==> src/rtl/imem_uart_loader_pkg.sv <==
// Shared definitions for the UART instruction-memory loader: frame/receiver state
// encodings, sync byte, oversample ratio and small helper functions.
package imem_uart_loader_pkg;

  localparam logic [7:0]  SYNC_BYTE  = 8'hA5;
  localparam int unsigned OVERSAMPLE = 16;

  typedef enum logic [2:0] {
    StIdle,
    StSync,
    StLenHi,
    StLenLo,
    StData,
    StCsum,
    StDone,
    StErr
  } frame_state_e;

  typedef enum logic [1:0] {
    RxIdle,
    RxStart,
    RxData,
    RxStop
  } rx_state_e;

  // Oversample divider, truncated, never below one cycle per tick.
  function automatic int unsigned calc_div(input int unsigned clk_hz, input int unsigned baud);
    int unsigned d;
    d = clk_hz / (baud * OVERSAMPLE);
    return (d == 0) ? 1 : d;
  endfunction

  // Word count must be non-zero and fit the memory without wrapping.
  function automatic logic len_ok(input logic [15:0] n, input int unsigned aw);
    return (n != 16'd0) && ({16'd0, n} <= (32'd1 << aw));
  endfunction

endpackage

==> src/rtl/uart_rx_byte.sv <==
// 8N1 UART byte receiver with 2-flop input synchroniser and 16x oversampling;
// pulses byte_valid or frame_err for one cycle at the end of each frame.
module uart_rx_byte
  import imem_uart_loader_pkg::*;
#(
  parameter int unsigned DIV = 1
) (
  input  logic       clk,
  input  logic       RST,
  input  logic       rxd,
  output logic       byte_valid,
  output logic [7:0] byte_data,
  output logic       frame_err
);

  localparam int unsigned DivW  = (DIV > 1) ? $clog2(DIV) : 1;
  localparam int unsigned TickW = $clog2(OVERSAMPLE);

  logic             sync1_q, sync2_q, prev_q;
  logic [DivW-1:0]  div_q, div_d;
  logic             tick;
  rx_state_e        state_q, state_d;
  logic [TickW-1:0] tick_cnt_q, tick_cnt_d;
  logic [2:0]       bit_cnt_q, bit_cnt_d;
  logic [7:0]       shift_q, shift_d;
  logic             valid_q, valid_d;
  logic             err_q, err_d;

  assign tick = (div_q == DivW'(DIV - 1));

  always_comb begin
    div_d      = tick ? '0 : div_q + 1'b1;
    state_d    = state_q;
    tick_cnt_d = tick_cnt_q;
    bit_cnt_d  = bit_cnt_q;
    shift_d    = shift_q;
    valid_d    = 1'b0;
    err_d      = 1'b0;
    case (state_q)
      RxIdle: begin
        if (prev_q && !sync2_q) begin
          state_d    = RxStart;
          tick_cnt_d = '0;
        end
      end
      RxStart: begin
        if (tick) begin
          if (tick_cnt_q == TickW'(OVERSAMPLE / 2 - 1)) begin
            // Mid start bit: a high line here was a glitch, not a start.
            tick_cnt_d = '0;
            bit_cnt_d  = '0;
            state_d    = sync2_q ? RxIdle : RxData;
          end else begin
            tick_cnt_d = tick_cnt_q + 1'b1;
          end
        end
      end
      RxData: begin
        if (tick) begin
          tick_cnt_d = tick_cnt_q + 1'b1;
          if (tick_cnt_q == TickW'(OVERSAMPLE - 1)) begin
            shift_d   = {sync2_q, shift_q[7:1]};
            bit_cnt_d = bit_cnt_q + 1'b1;
            if (bit_cnt_q == 3'd7) begin
              state_d = RxStop;
            end
          end
        end
      end
      RxStop: begin
        if (tick) begin
          tick_cnt_d = tick_cnt_q + 1'b1;
          if (tick_cnt_q == TickW'(OVERSAMPLE - 1)) begin
            valid_d = sync2_q;
            err_d   = !sync2_q;
            state_d = RxIdle;
          end
        end
      end
      default: state_d = RxIdle;
    endcase
  end

  always_ff @(posedge clk or negedge RST) begin
    if (!RST) begin
      sync1_q    <= 1'b1;
      sync2_q    <= 1'b1;
      prev_q     <= 1'b1;
      div_q      <= '0;
      state_q    <= RxIdle;
      tick_cnt_q <= '0;
      bit_cnt_q  <= '0;
      shift_q    <= '0;
      valid_q    <= 1'b0;
      err_q      <= 1'b0;
    end else begin
      sync1_q    <= rxd;
      sync2_q    <= sync1_q;
      prev_q     <= sync2_q;
      div_q      <= div_d;
      state_q    <= state_d;
      tick_cnt_q <= tick_cnt_d;
      bit_cnt_q  <= bit_cnt_d;
      shift_q    <= shift_d;
      valid_q    <= valid_d;
      err_q      <= err_d;
    end
  end

  assign byte_valid = valid_q;
  assign byte_data  = shift_q;
  assign frame_err  = err_q;

endmodule

==> src/rtl/imem_uart_loader.sv <==
// Receives a framed program image over UART (A5, length, big-endian words, XOR
// checksum) and writes it into instruction memory while holding the CPU.
module imem_uart_loader
  import imem_uart_loader_pkg::*;
#(
  parameter int unsigned CLK_HZ = 100000000,
  parameter int unsigned BAUD   = 115200,
  parameter int unsigned AW     = 10
) (
  input  logic          clk,
  input  logic          RST,
  input  logic          rxd,
  input  logic          load_en,
  output logic          imem_we,
  output logic [AW-1:0] imem_addr,
  output logic [31:0]   imem_wdata,
  output logic          cpu_hold,
  output logic          load_done,
  output logic          load_err,
  output logic [AW:0]   word_count
);

  localparam int unsigned DIV = calc_div(CLK_HZ, BAUD);

  logic       byte_valid;
  logic [7:0] byte_data;
  logic       frame_err;

  uart_rx_byte #(
    .DIV(DIV)
  ) u_rx (
    .clk       (clk),
    .RST       (RST),
    .rxd       (rxd),
    .byte_valid(byte_valid),
    .byte_data (byte_data),
    .frame_err (frame_err)
  );

  frame_state_e  state_q, state_d;
  logic [15:0]   len_q, len_d;
  logic [AW:0]   wc_q, wc_d, wc_inc;
  logic [7:0]    csum_q, csum_d;
  logic [23:0]   asm_q, asm_d;
  logic [1:0]    idx_q, idx_d;
  logic          we_q, we_d;
  logic [AW-1:0] addr_q, addr_d;
  logic [31:0]   wdata_q, wdata_d;
  logic          active;

  assign wc_inc = wc_q + 1'b1;
  assign active = (state_q != StIdle) && (state_q != StDone) && (state_q != StErr);

  always_comb begin
    state_d = state_q;
    len_d   = len_q;
    wc_d    = wc_q;
    csum_d  = csum_q;
    asm_d   = asm_q;
    idx_d   = idx_q;
    we_d    = 1'b0;
    addr_d  = addr_q;
    wdata_d = wdata_q;
    if (!load_en) begin
      state_d = StIdle;
    end else begin
      case (state_q)
        StIdle: begin
          state_d = StSync;
          wc_d    = '0;
          csum_d  = '0;
          asm_d   = '0;
          idx_d   = '0;
        end
        StSync: begin
          if (byte_valid && byte_data == SYNC_BYTE) state_d = StLenHi;
        end
        StLenHi: begin
          if (byte_valid) begin
            len_d   = {byte_data, len_q[7:0]};
            state_d = StLenLo;
          end
        end
        StLenLo: begin
          if (byte_valid) begin
            len_d   = {len_q[15:8], byte_data};
            state_d = len_ok({len_q[15:8], byte_data}, AW) ? StData : StErr;
          end
        end
        StData: begin
          if (byte_valid) begin
            csum_d = csum_q ^ byte_data;
            idx_d  = idx_q + 1'b1;
            if (idx_q == 2'd3) begin
              we_d    = 1'b1;
              addr_d  = wc_q[AW-1:0];
              wdata_d = {asm_q, byte_data};
              wc_d    = wc_inc;
              if (32'(wc_inc) == {16'd0, len_q}) state_d = StCsum;
            end else begin
              asm_d = {asm_q[15:0], byte_data};
            end
          end
        end
        StCsum: begin
          if (byte_valid) state_d = (byte_data == csum_q) ? StDone : StErr;
        end
        default: state_d = state_q;
      endcase
      if (frame_err && active) state_d = StErr;
    end
  end

  always_ff @(posedge clk or negedge RST) begin
    if (!RST) begin
      state_q <= StIdle;
      len_q   <= '0;
      wc_q    <= '0;
      csum_q  <= '0;
      asm_q   <= '0;
      idx_q   <= '0;
      we_q    <= 1'b0;
      addr_q  <= '0;
      wdata_q <= '0;
    end else begin
      state_q <= state_d;
      len_q   <= len_d;
      wc_q    <= wc_d;
      csum_q  <= csum_d;
      asm_q   <= asm_d;
      idx_q   <= idx_d;
      we_q    <= we_d;
      addr_q  <= addr_d;
      wdata_q <= wdata_d;
    end
  end

  // The CPU stays held after an error so a corrupt image never runs.
  assign cpu_hold   = (state_q != StIdle) && (state_q != StDone);
  assign load_done  = (state_q == StDone);
  assign load_err   = (state_q == StErr);
  assign imem_we    = we_q;
  assign imem_addr  = addr_q;
  assign imem_wdata = wdata_q;
  assign word_count = wc_q;

endmodule

==> config.mk <==
export PLATFORM = sky130hd
export DESIGN_NAME = imem_uart_loader
export DESIGN_NICKNAME = d
export VERILOG_FILES = /design/src/rtl/imem_uart_loader_pkg.sv /design/src/rtl/uart_rx_byte.sv /design/src/rtl/imem_uart_loader.sv
export SDC_FILE = /design/constraint.sdc
export NUM_CORES = 1
export LEC_CHECK = 0
export BUFFER_PORTS_ARGS = -buffer_cell sky130_fd_sc_hd__buf_4
export CORE_MARGIN = 2
export CORE_UTILIZATION = 35
export DETAILED_ROUTE_END_ITERATION = 16
export GPL_ROUTABILITY_DRIVEN = 0
export HOLD_SLACK_MARGIN = 0.06
export PLACE_DENSITY = 0.56
export SLEW_MARGIN = 20
export SYNTH_ARGS = -nofsm -noshare
export SYNTH_HDL_FRONTEND = slang
export SYNTH_SLANG_ARGS = --single-unit
==> constraint.sdc <==
create_clock -name clk -period 2.3 [get_ports clk]
set_clock_uncertainty 0.05 [all_clocks]
set_input_delay 0.46 -clock clk [delete_from_list [all_inputs] [get_ports clk]]
set_output_delay 0.46 -clock clk [all_outputs]
set_load 0.005 [all_outputs]
Word level (Yosys, flattened, before mapping) --
Index checks and enable logic that the tools add are counted.
Storage, ports and cells: flip-flop bits (word level) 135, bits of input ports 4, output and inout bits 57, word-level logic and storage cells 150
Operators by class: add/sub/neg operators 5, order comparisons 1, equal/unequal tests 40, muxes and demuxes 56, bitwise gates (word level) 3, reduce and logical (&&, ||, !) cells 25
Operators by type and width (number):
- $mux 24 | 2
- $pmux 24 s2 | 1
- $mux 3 | 13
- $pmux 16 s2 | 1
- $mux 11 | 2
- $mux 2 | 11
- $pmux 11 s2 | 1
- $ne 2x1->1 const B | 10
- $reduce_and 4->1 | 5
- $pmux 3 s6 | 1
- $eq 11x16->1 | 1
- $le 16x11->1 const B | 1
- $mux 16 | 1
- $mux 4 | 4
- $mux 8 | 2
- $ne 4x3->1 const B | 4
- $pmux 8 s2 | 1
- $reduce_and 8->1 | 2
- $reduce_bool 16->1 | 1
- $eq 3x3->1 const B | 5
- $ne 4x4->1 const B | 3
- $pmux 4 s3 | 1
- $add 11x1->11 const B | 1
- $mux 1 | 11
- 31 further kinds | 45

Logic depth before layout (Yosys ltp) --
Gate-level depths: netlist (run 1).
word-level depth 8, mapped depth 10, mapped depth without buffers 8

By module --
From an unflattened synthesis (run 1), not the netlist that was laid out.
Unflattened totals: cells, all modules 664, area, all modules 6232.2 µm²
By module, submodules not included:
- imem_uart_loader | instances 1, cells each 557, area an instance 4951.0 µm², sequential area each 2677.6 µm²
- uart_rx_byte | instances 1, cells each 107, area an instance 1281.2 µm², sequential area each 704.4 µm²

Least setup slack after synthesis (run 1) --
OpenSTA, ideal clock, no wires.
kind register -> register, start point register state_q[1], end point register state_q[0], setup time 0.120 ns, arrival time 2.188 ns, data required time 2.130 ns, path slack -0.058 ns, stages on the path, launching flop included 11, buffers on the path 2, clock period less this slack 2.358 ns, cells stage by stage dfrtp_1 clkbuf_1 buf_2 inv_1 ha_1 nor3_1 a221oi_2 a221oi_2 a31oi_1 a41o_1 a31o_1
Between the ends: cells in the longest elaborated chain, start to end 6, elaborated cells on any way between the ends 24, classes of those cells eq/ne: 15; mux: 3; reduce/logical: 6
RTL lines:
- start, declared | line imem_uart_loader.sv:40 | frame_state_e state_q, state_d;
- start signal, assigned | line imem_uart_loader.sv:116 | state_q <= StIdle;
- start signal, assigned | line imem_uart_loader.sv:126 | state_q <= state_d;
- $ne 3x3->1 / $reduce_bool 3->1 (equally long branches) | line imem_uart_loader.sv:52 | assign active = (state_q != StIdle) && (state_q != StDone) && (state_q != StErr);
- $logic_and 1x1->1 (2 in series) | line imem_uart_loader.sv:52
- $logic_and 1x1->1 | line imem_uart_loader.sv:110 | if (frame_err && active) state_d = StErr;
- $ne 8x1->1 (no source line) (tied with other cells)
- $reduce_and 8->1 (no source line) / $mux 3 (equally long branches)
Parallel ways exist; a longest one is shown, timed or not. A chain may end at the register's enable or synchronous reset.

Worst setup path in the final report (run 1) --
start point register state_q[2], end point register state_q[0]
The elaborated chain is that of the path after synthesis.

==> flow_summary.yaml, run 1 <==
worst_setup_path:
  crit_buf_inv: 2
  startpoint_type: "flop"
  worst_setup_path_end_kind: "flop"
  cp.arrival_ps: 2500
  crit_chain: "buf_4 > ha_1 > o22ai_1 > a221oi_2 > a221oi_2 > buf_4 > a2111oi_4 > a41o_1 > a31o_1"
  r2r_cells: 9
  critPathKind: "reg -> reg"
  crit_path_max_fanout: 4
  worstSetupEndpoint: "state_q[0]$_DFFE_PN0P_"
  rrSetupSlack_ps: 60
  crit_path_max_incr_delay_ps: 420
  r2r-start: "state_q[2]$_DFFE_PN0P_"
  cp_slowest_cell: "dfrtp_2"
  critical_path_cell_count: 9
  crit_required_ps: 2560
  crit_family: "compound AO/OA/AOI/OAI gates"
  critPathLaunch: "state_q[2]$_DFFE_PN0P_"
  regToRegEndpoint: "state_q[0]$_DFFE_PN0P_"
cts:
  clkSinkCount: 135
  h-tree-depth: 4
  cts_root_buf: "clkbuf_16"
  insertion_delay_ps: 420
  numCtsBuffers: 17
  cts_tree: "built"
  clk_pin_slew_ps: 60
  cts_buffer_depth: 2
synth:
  ys_types: 58
  syn_nets: 710
  yosysWarningCount: 0
  syn_avg_cell_area_um2: 9.226
  synth_top_area_frac: 0.5166
  syn_inst: 693
  ys_ff_latch: 135
  yosysMostFrequentCell: "nand2_1"
  syn_area_mm2: 0.006394
  synth_top_cells_by_area: "dfrtp_1, nand2_1, o21ai_0, mux2_2, ha_1"
  synthTopCellsByCount: "nand2_1, dfrtp_1, o21ai_0"
  synth_edf_count: 0
  ys_seq_area_frac: 0.5290
  ys.flop_type: "dfrtp_1"
  async_reset_ff_frac: 1.000
  synth_area_leader_cell: "dfrtp_1"
place:
  place_hpwl_um: 10660
  numPortBuffers: 60
run:
  maxCapViolCount: 0
routing:
  drt-total-wl_um: 15500
  vias: 5061
  wire_per_inst_um: 15.35
  ant_nets: 0
  first_pass_iters: 5
  vias_per_cell: 5.011
  drt-initial-drc-count: 297
  drcViolationCount: 0
global_routing:
  antenna_found_initial: 0
  met3_usage: 0.04523
  use_met2: 0.2810
  top_usage_layer: "met2"
  first_global_vias: 5095
  grtUsageTotal: 0.1696
  overflow: 0
  grt_max_degree: 64
  grtUsageMet1: 0.2166
  grt_first_pass_wirelength_um: 26420
sta:
  fmax_mhz: 445.4
  slew_headroom: 0.5904
  rsz0062_at_grt: "false"
  timing.hold.ws_ps: 102.5
  final_max_slew_viol_count: 0
  finalCritPeriodShare: 0.9761
  min_period_ps: 2245
  final_hold_viol_count: 0
  tns_ps: 0
  setup_viol: 0
  worst_pin_slew_ps: 614.4
floorplanning:
  num_io_pins: 61
  core_area_mm2: 0.01796
  die_y_um: 139.2
  initial_core_util: 0.3559
  die_width_um: 139.2
  dieArea_mm2: 0.01936
  row_count: 49
run_status:
  status: "completed"
cells_and_area:
  utilization: 0.4412
  area_delta_synth_final_pct: 23.95
  antennaDiodeCount: 0
  n_fill_cell: 1741
  multiInputGateArea_mm2: 0.002794
  drive_gt1_frac: 0.2113
  fin_nets: 788
  register_area_mm2: 0.003383
power:
  internal_power_mw: 4.721
  p_comb_frac: 0.214
  vdd_drop_max_uv: 539.6
  seq_power_share: 0.374
  p_sw_frac: 0.2911
  leakagePower_nw: 3.812
  p_switching_mw: 1.939
  p_per_area_mw_per_mm2: 840.3
  power_frac_clock: 0.412
min_path:
  hold_class: "in -> reg"
==> power by group through the flow <==
stage | Combinational (mW) | Sequential, mW | Clock, mW
after CTS | 1.37 | 2.49 | 2.80
after floorplan | 0.946 | 2.51 | 0
after global routing | 1.58 | 2.50 | 2.90
after global placement | 1.28 | 2.53 | 0
after detailed placement | 1.33 | 2.54 | 0
final | 1.43 | 2.49 | 2.74
==> worst min-delay path by stage <==
stage,slack (ps),depth (start not counted),startpoint,end
3_5_place_dp,300,0,u_rx.sync1_q$_DFF_PN1_,u_rx.sync2_q$_DFF_PN1_
5_1_grt,80,1,rxd,u_rx.sync1_q$_DFF_PN1_
2_1_floorplan,110,0,RST,async pin
3_3_place_gp,300,0,u_rx.sync1_q$_DFF_PN1_,u_rx.sync2_q$_DFF_PN1_
4_1_cts,80,1,rxd,u_rx.sync1_q$_DFF_PN1_
6_report,100,1,rxd,u_rx.sync1_q$_DFF_PN1_
==> cells in the final DEF (no fill, tap or decap), types with 3 or more instances in the layout <==
cell type   Yosys  final
and2_1          3      3
nand3_1        12     12
nor2_1         21     21
o21ai_0        77     77
dfrtp_1       132    131
clkbuf_16       0     17
nor3_1          6      5
mux2_2         16     16
dfstp_2         3      3
xor2_1         11     11
buf_12          0      3
and3_1          6      6
buf_6           1      3
mux2i_1         6      6
nand2b_1        3      3
bufinv_16       0      3
o21ai_1         5      5
nand2_1       231    229
buf_4           1     93
clkinv_4        0      3
o211ai_1        3      3
nand4_1         9      9
a21oi_1         6      6
xnor2_1        17     17
ha_1           13     13
o31ai_1         7      7
o22ai_1         4      4
nor2b_1         4      4
clkinvlp_4      0      3
nor4_1          3      3
inv_1          18     18
==> what timing repair did <==
action,in CTS,in global routing
endpoints found under the hold margin,60,0
gates cloned,0,0
hold buffers,1,0
resized for setup,1,7
pin swaps,0,3
setup endpoints to repair,1,6
setup buffers,2,1
==> state kept, by name, indices dropped and copies added (netlist names), 2 cells and up, named ones only <==
register	flops
imem_addr	10
u_rx.bit_cnt_q	3
u_rx.byte_data	8
u_rx.div_q	6
imem_wdata	32
idx_q	2
u_rx.tick_cnt_q	4
asm_q	24
state_q	3
len_q	16
csum_q	8
word_count	11
==> area by class of cell <==
cell class / count / area share
clock buffers: 18 / 0.05542
clock inverters: 11 / 0.01926
inverters: 18 / 0.008525
multi-input cells: 499 / 0.3525
flip-flops and latches: 135 / 0.4269
well taps: 229 / 0.03615
repair buffers: 100 / 0.1012
==> routing by layer <==
metal  wire (µm)  up-vias
li1            -     2473
met1        7099     2459
met2        7573      108
met3         609       21
met4         221        0
met5           0        -
==> per-stage QoR <==
stage	worst slack [ps]	cells	cell area, µm²	total power, mW
after floorplan	68.56	693	6397	3.458
after global placement	169.7	977	7272	3.806
after detailed placement	37.64	977	7272	3.862
final	55.05	1010	7925	6.659
after global routing	0.3666	1010	7925	6.980
after CTS	11.32	1009	7890	6.656
==> kinds of logic after synthesis <==
group,after synthesis,synth area share
mux,22,0.03757
fa+ha+maj,13,0.02544
compound gates,125,0.1235
flops,135,0.5290
simple gates,311,0.2084
xor+xnor,28,0.03836
buf+inv,59,0.03777
Note: power is estimated with default switching activity, not from simulation.
==> run 2, diff against run 1 <==
--- a/config.mk
+++ b/config.mk
@@ -6,7 +6,6 @@
 export NUM_CORES = 1
 export LEC_CHECK = 0
 export BUFFER_PORTS_ARGS = -buffer_cell sky130_fd_sc_hd__buf_4
-export CORE_MARGIN = 2
 export CORE_UTILIZATION = 35
 export DETAILED_ROUTE_END_ITERATION = 16
 export GPL_ROUTABILITY_DRIVEN = 0
==> flow_summary.yaml, run 2 (synthesis results as in run 1) <==
sta:
  final_hold_viol_count: 0
  slew_headroom: 0.5958
  finalCritPeriodShare: 0.9654
  min_period_ps: 2220
  tns_ps: 0
  setup_viol: 0
  worst_pin_slew_ps: 606.3
  fmax_mhz: 450.4
  final_max_slew_viol_count: 0
worst_setup_path:
  crit_required_ps: 1790
  crit_path_max_fanout: 8
  startpoint_type: "flop"
  r2r_cells: 8
  critPathKind: "reg -> out"
  r2r-start: "state_q[2]$_DFFE_PN0P_"
  rrSetupSlack_ps: 130
  cp.arrival_ps: 1710
  regToRegEndpoint: "state_q[2]$_DFFE_PN0P_"
  worst_setup_path_end_kind: "output port"
place:
  numPortBuffers: 60
  place_hpwl_um: 10650
  dpl_cell_area_mm2: 0.007258
  dp.cells: 979
min_path:
  hold_path_depth: 1
  min_to: "u_rx.sync1_q$_DFF_PN1_"
  hold_path.startpoint: "rxd"
  hold_class: "in -> reg"
cts:
  cts_tree: "built"
  numCtsBuffers: 17
  h-tree-depth: 4
  clk_pin_slew_ps: 60
  cts_buffer_depth: 2
  insertion_delay_ps: 410
  clkSinkCount: 135
  cts_root_buf: "clkbuf_16"
cells_and_area:
  largest_reg_flops: 32
  stdcell_count: 1016
  stdcell_area_mm2: 0.007875
  antennaDiodeCount: 0
  layout_commonest_cell: "nand2_1"
  drive_gt1_frac: 0.2084
  fin_nets: 791
  layout_common_cells: "nand2_1, dfrtp_1, buf_4"
  area_delta_synth_final_pct: 23.17
floorplanning:
  num_io_pins: 61
  initial_core_util: 0.3571
  dieArea_mm2: 0.01881
  core_area_mm2: 0.01790
  row_count: 49
  die_y_um: 137.2
  die_width_um: 137.2
run_status:
  status: "completed"
routing:
  vias_per_cell: 5.037
  ant_nets: 0
  vias: 5118
  wire_per_inst_um: 15.11
  drcViolationCount: 0
  drt-total-wl_um: 15350
  first_pass_iters: 5
  drt-initial-drc-count: 357
run:
  maxCapViolCount: 0
global_routing:
  antenna_found_initial: 0
  grt_max_degree: 57
  first_global_vias: 5174
  overflow: 0
  grtUsageTotal: 0.1779
  grt_first_pass_wirelength_um: 25920
power:
  leakagePower_nw: 3.807
  p_per_area_mw_per_mm2: 824.0
  vdd_drop_max_uv: 615.0
[run 2: cell types whose count changed in the layout (fill, tap and decap cells not counted), moves of 2 or more]
| cell | previous run | this run |
|---|---|---|
| bufinv_16 | 3 | 1 |
| clkbuf_1 | 0 | 2 |
| inv_6 | 1 | 4 |
| buf_4 | 93 | 99 |
| buf_12 | 3 | 1 |
[run 2: worst max-delay path by stage]
stage                      startpoint                        end  slack, ps  cells past startpoint
2_1_floorplan  state_q[1]$_DFFE_PN0P_     state_q[0]$_DFFE_PN0P_         70                     10
3_3_place_gp                  load_en  word_count[8]$_DFFE_PN0P_        180                      8
3_5_place_dp   state_q[2]$_DFFE_PN0P_     state_q[0]$_DFFE_PN0P_         60                      7
4_1_cts        state_q[2]$_DFFE_PN0P_                   cpu_hold         40                      4
5_1_grt        state_q[2]$_DFFE_PN0P_                   cpu_hold         -1                      4
6_report       state_q[2]$_DFFE_PN0P_                   cpu_hold         80                      4
[run 2: final cells by class]
type	count	area (µm²)
Clock buffer	19	432.9
Clock inverter	13	123.9
Fill cell	1774	10030
Inverter	18	67.56
Multi-Input combinational cell	499	2786
Sequential cell	135	3382
Tap cell	229	286.5
Timing Repair Buffer	103	795.8
[run 2: metrics by stage]
stage	total power [mW]	utilization	worst slack, ps	hold WS, ps
3_5_place_dp	3.861	0.4054	61.11	303.2
3_3_place_gp	3.823	0.4054	177.6	296.3
5_1_grt	6.828	0.4399	-1.447	83.60
4_1_cts	6.476	0.4377	39.95	85.70
2_1_floorplan	3.458	-	68.56	114.4
6_report	6.489	0.4399	79.68	101.1
[run 2: repair_timing]
action,CTS,global route
gates resized for setup,1,3
hold buffers,1,0
setup endpoints to repair,1,3
setup buffers,1,3
pin swaps,0,1
endpoints found under the hold margin,34,0
[run 2: metal layers]
layer,up-vias,part of all wire,track usage
met5,-,0,0
met4,0,0.014,0.05189
met3,20,0.048,0.04519
met2,110,0.47,0.2856
met1,2501,0.47,0.2358
li1,2487,-,-
[run 2: worst max-delay path, stage by stage (launching register included)]
cell     delay (ps)
dfrtp_1         380
buf_6           140
and2b_2         250
or3_1           370
buf_4           150
[run 2: where the power goes]
| group | switching (mW) | leakage, nW | internal [mW] |
|---|---|---|---|
| sequential | 0.0569 | 1.86 | 2.43 |
| clock | 1.08 | 0.265 | 1.50 |
| combinational | 0.864 | 1.69 | 0.555 |
